[config.mk]
export PLATFORM = sky130hd
export DESIGN_NAME = relogio_display
export DESIGN_NICKNAME = d
export VERILOG_FILES = /design/src/rtl/relogio_pkg.sv /design/src/rtl/relogio_bin2bcd.sv /design/src/rtl/relogio_display.sv
export SDC_FILE = /design/constraint.sdc
export NUM_CORES = 1
export LEC_CHECK = 0
export CAP_MARGIN = 10
export CORE_MARGIN = 5
export CORE_UTILIZATION = 35
export CTS_BUF_LIST = sky130_fd_sc_hd__clkbuf_8
export CTS_CLUSTER_DIAMETER = 30
export DETAILED_ROUTE_END_ITERATION = 10
export PLACE_DENSITY = 0.54
export SETUP_SLACK_MARGIN = 0.4
export SLEW_MARGIN = 20
export SYNTH_ARGS = -nofsm -noshare
export SYNTH_HDL_FRONTEND = slang
export SYNTH_HIERARCHICAL = 1
export SYNTH_SLANG_ARGS = --single-unit
[constraint.sdc]
create_clock -name clk -period 3.76 [get_ports clk]
set_clock_uncertainty 0.05 [all_clocks]
set_input_delay 0.752 -clock clk [delete_from_list [all_inputs] [get_ports clk]]
set_output_delay 0.752 -clock clk [all_outputs]
set_load 0.005 [all_outputs]
[src/rtl/relogio_pkg.sv]
// Shared constants, FSM states and the seven-segment encoder for the relogio display slice.
package relogio_pkg;

    localparam int unsigned NUM_DIGITS = 8;
    localparam int unsigned NUM_FIELDS = 4;
    localparam int unsigned DIGIT_W    = 3;
    localparam int unsigned BCD_W      = 4;
    localparam int unsigned BIN_W      = 7;
    localparam int unsigned SEG_W      = 7;

    localparam int unsigned MILI_MAX   = 99;
    localparam int unsigned SEC_MAX    = 59;
    localparam int unsigned MIN_MAX    = 59;
    localparam int unsigned HOUR_MAX   = 23;

    localparam logic [BCD_W-1:0] DASH_CODE = 4'hA;

    typedef enum logic [1:0] {
        ST_IDLE,
        ST_CAPTURE,
        ST_CONVERT,
        ST_COMMIT
    } frame_state_e;

    typedef struct packed {
        logic [6:0] mili;
        logic [5:0] second;
        logic [5:0] minute;
        logic [4:0] hour;
    } snapshot_t;

    // Segment pattern with bit 0 = a; unused codes stay blank.
    function automatic logic [SEG_W-1:0] seg_encode(input logic [BCD_W-1:0] code);
        case (code)
            4'd0:    return 7'h3F;
            4'd1:    return 7'h06;
            4'd2:    return 7'h5B;
            4'd3:    return 7'h4F;
            4'd4:    return 7'h66;
            4'd5:    return 7'h6D;
            4'd6:    return 7'h7D;
            4'd7:    return 7'h07;
            4'd8:    return 7'h7F;
            4'd9:    return 7'h6F;
            4'hA:    return 7'h40;
            default: return 7'h00;
        endcase
    endfunction

endpackage

[src/rtl/relogio_bin2bcd.sv]
// Repeated-subtraction binary to two-digit BCD converter; one subtraction of 10 per cycle.
module relogio_bin2bcd
    import relogio_pkg::*;
(
    input  logic             clk,
    input  logic             rst,
    input  logic             start,
    input  logic [BIN_W-1:0] bin,
    output logic             done,
    output logic [BCD_W-1:0] tens,
    output logic [BCD_W-1:0] units
);

    logic [BIN_W-1:0] residue;
    logic             running;

    always_ff @(posedge clk) begin
        if (rst) begin
            residue <= '0;
            tens    <= '0;
            running <= 1'b0;
            done    <= 1'b0;
        end else if (start) begin
            residue <= bin;
            tens    <= '0;
            running <= 1'b1;
            done    <= 1'b0;
        end else if (running) begin
            if (residue >= 7'd10) begin
                residue <= residue - 7'd10;
                tens    <= tens + 4'd1;
            end else begin
                running <= 1'b0;
                done    <= 1'b1;
            end
        end
    end

    assign units = residue[BCD_W-1:0];

endmodule

[src/rtl/relogio_display.sv]
// Eight-digit multiplexed HH.MM.SS.CC display with per-frame snapshot and BCD conversion.
// Optional macro RELOGIO_DP_BLINK_EN blinks the separator points with the seconds LSB.
module relogio_display
    import relogio_pkg::*;
#(
    parameter int unsigned SCAN_DIV   = 1000,
    parameter bit          ACTIVE_LOW = 1'b1
) (
    input  logic                  clk,
    input  logic                  rst,
    input  logic [6:0]            mili,
    input  logic [5:0]            second,
    input  logic [5:0]            minute,
    input  logic [4:0]            hour,
    output logic [SEG_W-1:0]      seg,
    output logic                  dp,
    output logic [NUM_DIGITS-1:0] an,
    output logic                  frame_done
);

    localparam int unsigned DIV_W = $clog2(SCAN_DIV);

    logic [DIV_W-1:0]   div, div_nxt;
    logic [DIGIT_W-1:0] digit, digit_nxt;
    frame_state_e       state, state_nxt;
    logic               boot;
    logic               trigger;
    snapshot_t          snap;

    logic [NUM_DIGITS-1:0][BCD_W-1:0] bank, bank_nxt;
    logic [NUM_FIELDS-1:0][BIN_W-1:0] conv_bin;
    logic [NUM_FIELDS-1:0][BCD_W-1:0] conv_tens, conv_units;
    logic [NUM_FIELDS-1:0]            conv_done;
    logic [NUM_FIELDS-1:0]            field_bad;
    logic                             conv_start;
    logic                             dp_en;
    logic [NUM_DIGITS-1:0]            an_nxt;
    logic                             dp_nxt;

    // Scan position for the next cycle.
    always_comb begin
        div_nxt   = div + DIV_W'(1);
        digit_nxt = digit;
        if (div == DIV_W'(SCAN_DIV - 1)) begin
            div_nxt   = '0;
            digit_nxt = digit + DIGIT_W'(1);
        end
    end

    assign trigger = boot || ((digit == 3'd7) && (div == DIV_W'(SCAN_DIV - 1)));

    always_ff @(posedge clk) begin
        if (rst) state <= ST_IDLE;
        else     state <= state_nxt;
    end

    always_comb begin
        state_nxt = state;
        case (state)
            ST_IDLE:    if (trigger) state_nxt = ST_CAPTURE;
            ST_CAPTURE: state_nxt = ST_CONVERT;
            ST_CONVERT: if (&conv_done) state_nxt = ST_COMMIT;
            ST_COMMIT:  state_nxt = ST_IDLE;
            default:    state_nxt = ST_IDLE;
        endcase
    end

    // Converters load straight from the inputs in the same cycle the snapshot is taken.
    assign conv_start  = (state == ST_CAPTURE);
    assign conv_bin[0] = mili;
    assign conv_bin[1] = BIN_W'(second);
    assign conv_bin[2] = BIN_W'(minute);
    assign conv_bin[3] = BIN_W'(hour);

    for (genvar g = 0; g < NUM_FIELDS; g++) begin : g_conv
        relogio_bin2bcd u_conv (
            .clk   (clk),
            .rst   (rst),
            .start (conv_start),
            .bin   (conv_bin[g]),
            .done  (conv_done[g]),
            .tens  (conv_tens[g]),
            .units (conv_units[g])
        );
    end

    assign field_bad[0] = snap.mili   > 7'(MILI_MAX);
    assign field_bad[1] = snap.second > 6'(SEC_MAX);
    assign field_bad[2] = snap.minute > 6'(MIN_MAX);
    assign field_bad[3] = snap.hour   > 5'(HOUR_MAX);

    always_comb begin
        bank_nxt = bank;
        if (state == ST_COMMIT) begin
            for (int i = 0; i < NUM_FIELDS; i++) begin
                bank_nxt[2*i]   = field_bad[i] ? DASH_CODE : conv_units[i];
                bank_nxt[2*i+1] = field_bad[i] ? DASH_CODE : conv_tens[i];
            end
        end
    end

`ifdef RELOGIO_DP_BLINK_EN
    logic sec_lsb, sec_lsb_nxt;
    assign sec_lsb_nxt = (state == ST_COMMIT) ? snap.second[0] : sec_lsb;
    assign dp_en       = ~sec_lsb_nxt;
    always_ff @(posedge clk) begin
        if (rst) sec_lsb <= 1'b0;
        else     sec_lsb <= sec_lsb_nxt;
    end
`else
    assign dp_en = 1'b1;
`endif

    assign an_nxt = 8'b1 << digit_nxt;
    assign dp_nxt = dp_en && (digit_nxt[0] == 1'b0) && (digit_nxt != 3'd0);

    // Outputs are registered from next-state values so seg/dp/an always move together.
    always_ff @(posedge clk) begin
        if (rst) begin
            div        <= '0;
            digit      <= '0;
            boot       <= 1'b1;
            snap       <= '0;
            bank       <= '0;
            frame_done <= 1'b0;
            an         <= {NUM_DIGITS{ACTIVE_LOW}};
            seg        <= {SEG_W{ACTIVE_LOW}};
            dp         <= ACTIVE_LOW;
        end else begin
            div        <= div_nxt;
            digit      <= digit_nxt;
            boot       <= 1'b0;
            bank       <= bank_nxt;
            frame_done <= (state == ST_COMMIT);
            if (state == ST_CAPTURE) snap <= '{mili, second, minute, hour};
            an         <= an_nxt ^ {NUM_DIGITS{ACTIVE_LOW}};
            seg        <= seg_encode(bank_nxt[digit_nxt]) ^ {SEG_W{ACTIVE_LOW}};
            dp         <= dp_nxt ^ ACTIVE_LOW;
        end
    end

endmodule

==> results list <==
* Post-detailed-route via-to-cell ratio: 5.269
- In this run the tightest slew margin relative to its limit is 0.5645.
- Dividing the detail-routed wire length by the instance count gives 15.25 um.
- Root buf cell: sky130_fd_sc_hd__clkbuf_8
- In the final timing run, aggregate negative setup slack is 0 ns.
- M1 WL: 8.037 mm
* CTS HTree Levels: 4
- Number of clock buffers inserted by TritonCTS: 17
- In this run the worst path has a maximum fanout of 12.
* Instance count of the mapped netlist: a little under 800
- For this design, the sink count on the clock tree is about 130.
* CTS tree: built
* Pin count of the biggest net entering global routing: between 50 and 60
- The highest layer touched by signal routing is met4.
- Transition time at the pin with the least slew margin: 0.6533 ns
* Number of global-route vias before repair: 5,249
* Number of cells upsized or downsized after cts: 0
* Time the final worst path needs with I/O delays and setup: 3.066 ns
- Setup repair after global routing left no endpoint under its margin.
* Met2 routed wirelength: about 7.5 mm
- Area of the multi-input gates: 3846 um^2
- Max-Cap Viols: 0
* Fmax: 0.3262 GHz
- Fraction of layout cells with a size suffix above 1: 0.1176
- IO buf count: 42
- Avg Inst Size Synth: between 8 and 9 um^2
- Wires add up to 16.37 mm.
* Core outline area: 19,460 um^2
* Result of the run: complete, no violations
- For this block, the via count after detailed routing is 5,654.
- Total overflow reported by the global router: 0
- The number of antenna violations at the first check in global routing came to 0.
- Fill cells in the final layout number 1,983.
* Worst skew pair latency: 0.44 ns
* Static leakage power: 2.799 nW
- From bottom edge to top edge, the die measures approximately 150 um.
* First-pass GRT wire length: 27.10 mm
- The first detailed-routing pass ran for 4 iterations.
* Fin crit share: 0.8153
- After detailed routing, the number of remaining DRC violations is 0.
- After the last flow step, the layout net total stands at 842.
* Signed area change from the synthesized netlist to the final layout: 14.78%
* CTS clk-pin slew, worst paths: ~0.08 ns
- STA puts the critical path data arrival time at 3.33 ns.
- In the synthesized netlist the async set-or-reset flop fraction comes to 0.
- For this run, the leading register cell type out of synthesis is sky130_fd_sc_hd__dfxtp_1.
* Count of unique library cells instantiated by Yosys: 73
- In this run the core area contains between 50 and 60 standard-cell rows.
- Required time at the worst-slack endpoint: 4.03 ns
- Boundary pin count: 43
- Worst slack on hold paths: about 0.42 ns
- The repair_antennas step left the layout with diodes totalling 0.
- Count of final hold-check violations: 0
- FF+latch count, synth: 132
* Worst Path Class, Setup: reg -> reg
- Number of hold buffers added after CTS: 0
* EDFF count, synth: 0
- Number of buffers on the longest clock path: 2
* Sum of met3 wire segment lengths after detailed routing: a little under 700 um
* Setup bufs post-CTS: 0
* Final setup violating endpoints: 0
- From left edge to right edge, the die measures 150.6 um.
- Antenna Nets Post-Route: 0
* Overall routing resource usage: 0.1486
* Critical Path Source Type: register
* Number of DRC markers after the initial detailed-route iteration: 365
- Peak supply drop: 257.7 uV
- The die covers 22,670 um^2.
- The initial utilization of the core area, before any placement, comes to 0.3553.
- The HPWL after detailed placement is 11.56 mm.
- The final number of max-transition violations came to 0.
- At the end of routability-driven placement, the weighted congestion stood at between 0.8 and 0.9.
- Synth warnings: 6
- Flip-flop and latch area: between 2000 and 3000 um^2
* Post-Syn Area: 6915 um^2
- Power per unit of standard cell area: 600.8 nW/um^2
* Class of the tightest hold or removal check: reg -> reg
* CP endpoint kind: register
- Of the synthesized area, sequential elements account for 0.3821.
==> state kept, by name, indices dropped and copies added, names as in the netlist, 2 cells and up <==
name and count:
state 2, digit 3, g_conv.u_conv/residue 28, bank 32, an 8, g_conv.u_conv/tens 16
seg 7, g_conv.u_conv/running 4, div 10, snap 15, g_conv.u_conv/done 4
==> per-stage QoR <==
stage,worst slack (ns),power [mW],instances,cell area [um^2],util
after global placement,0.5816,3.514,1041,7503,0.3855
after CTS,0.4856,4.823,1073,7924,0.4071
after global routing,0.4999,5.098,1073,7938,0.4078
after detailed placement,0.4770,3.520,1041,7503,0.3855
after floorplan,1.061,3.197,778,6927,-
final,0.6945,4.769,1073,7938,0.4078
==> placed cells by master (no fill, tap or decap), drive strengths merged, types with 18 or more instances in the layout <==
master / synthesis / final
nor2: 94 / 94
nand2: 41 / 41
mux2i: 30 / 30
a21oi: 35 / 35
or3: 22 / 22
clkbuf: 20 / 21
inv: 46 / 47
nor3: 33 / 33
clkdlybuf4s50: 0 / 41
nand3: 19 / 19
nor2b: 19 / 19
a31oi: 19 / 19
o21ai: 18 / 18
ha: 21 / 21
dfxtp: 132 / 132
==> layer usage <==
layer  global-route usage  up-vias
li1                     -     2868
met1               0.2077     2672
met2               0.2294      103
met3              0.03672       11
met4              0.03843        0
met5                    0        -
==> logic make-up after synthesis <==
group,synth area share
flip-flops,0.3821
buffers and inverters,0.06586
other,0.0005423
XOR/XNOR,0.01520
AND/OR/NAND/NOR,0.2227
AO/OA/AOI/OAI,0.2186
adder cells (fa/ha/maj),0.03800
multiplexers,0.05699
==> cells in the mapped netlist, types with 19 or more instances <==
master	count	share of area
sky130_fd_sc_hd__a21oi_1	35	0.025
sky130_fd_sc_hd__a31oi_1	19	0.017
sky130_fd_sc_hd__buf_4	19	0.021
sky130_fd_sc_hd__clkbuf_1	20	0.011
sky130_fd_sc_hd__dfxtp_1	132	0.38
sky130_fd_sc_hd__ha_1	21	0.038
sky130_fd_sc_hd__inv_1	45	0.024
sky130_fd_sc_hd__mux2i_1	30	0.043
sky130_fd_sc_hd__nand2_1	37	0.020
sky130_fd_sc_hd__nand3_1	19	0.014
sky130_fd_sc_hd__nor2_1	94	0.051
sky130_fd_sc_hd__nor2b_1	19	0.017
sky130_fd_sc_hd__nor3_1	32	0.023
sky130_fd_sc_hd__or3_1	22	0.020
==> power by group <==
group,internal [mW],switching (mW),leakage (nW)
sequential,1.65,0.306,1.08
clock,0.717,0.559,0.222
combinational,0.707,0.828,1.50
total,3.08,1.69,2.80
==> worst max-delay path: stages, from the launching register on <==
cell and delay [ns]:
sky130_fd_sc_hd__dfxtp_2 0.41, sky130_fd_sc_hd__ha_1 0.55, sky130_fd_sc_hd__nand4_1 0.38, sky130_fd_sc_hd__o221ai_1 0.35, sky130_fd_sc_hd__a2111oi_0 0.14, sky130_fd_sc_hd__a31oi_1 0.35
sky130_fd_sc_hd__inv_1 0.15, sky130_fd_sc_hd__ha_1 0.30, sky130_fd_sc_hd__inv_1 0.04, sky130_fd_sc_hd__mux2i_1 0.12, sky130_fd_sc_hd__o211ai_1 0.09
==> cell type report <==
type                    instances  share of cell area
inverters                      46             0.02175
clock inverters                11             0.01655
flip-flops and latches        132              0.3331
repair buffers                 51             0.06589
multi-input cells             547              0.4846
clock buffers                  21             0.03641
well taps                     265             0.04177
==> worst paths after layout <==
| check | startpoint | end | slack [ns] | cells past startpoint |
|---|---|---|---|---|
| min | bank[0] | bank[0] | 0.42 | 2 |
| min reg2reg | bank[0] | bank[0] | 0.42 | 2 |
| max | digit[1] | seg[3] | 0.69 | 10 |
| max reg2reg | digit[1] | seg[3] | 0.69 | 10 |
Power figures use the tool's default switching activity.
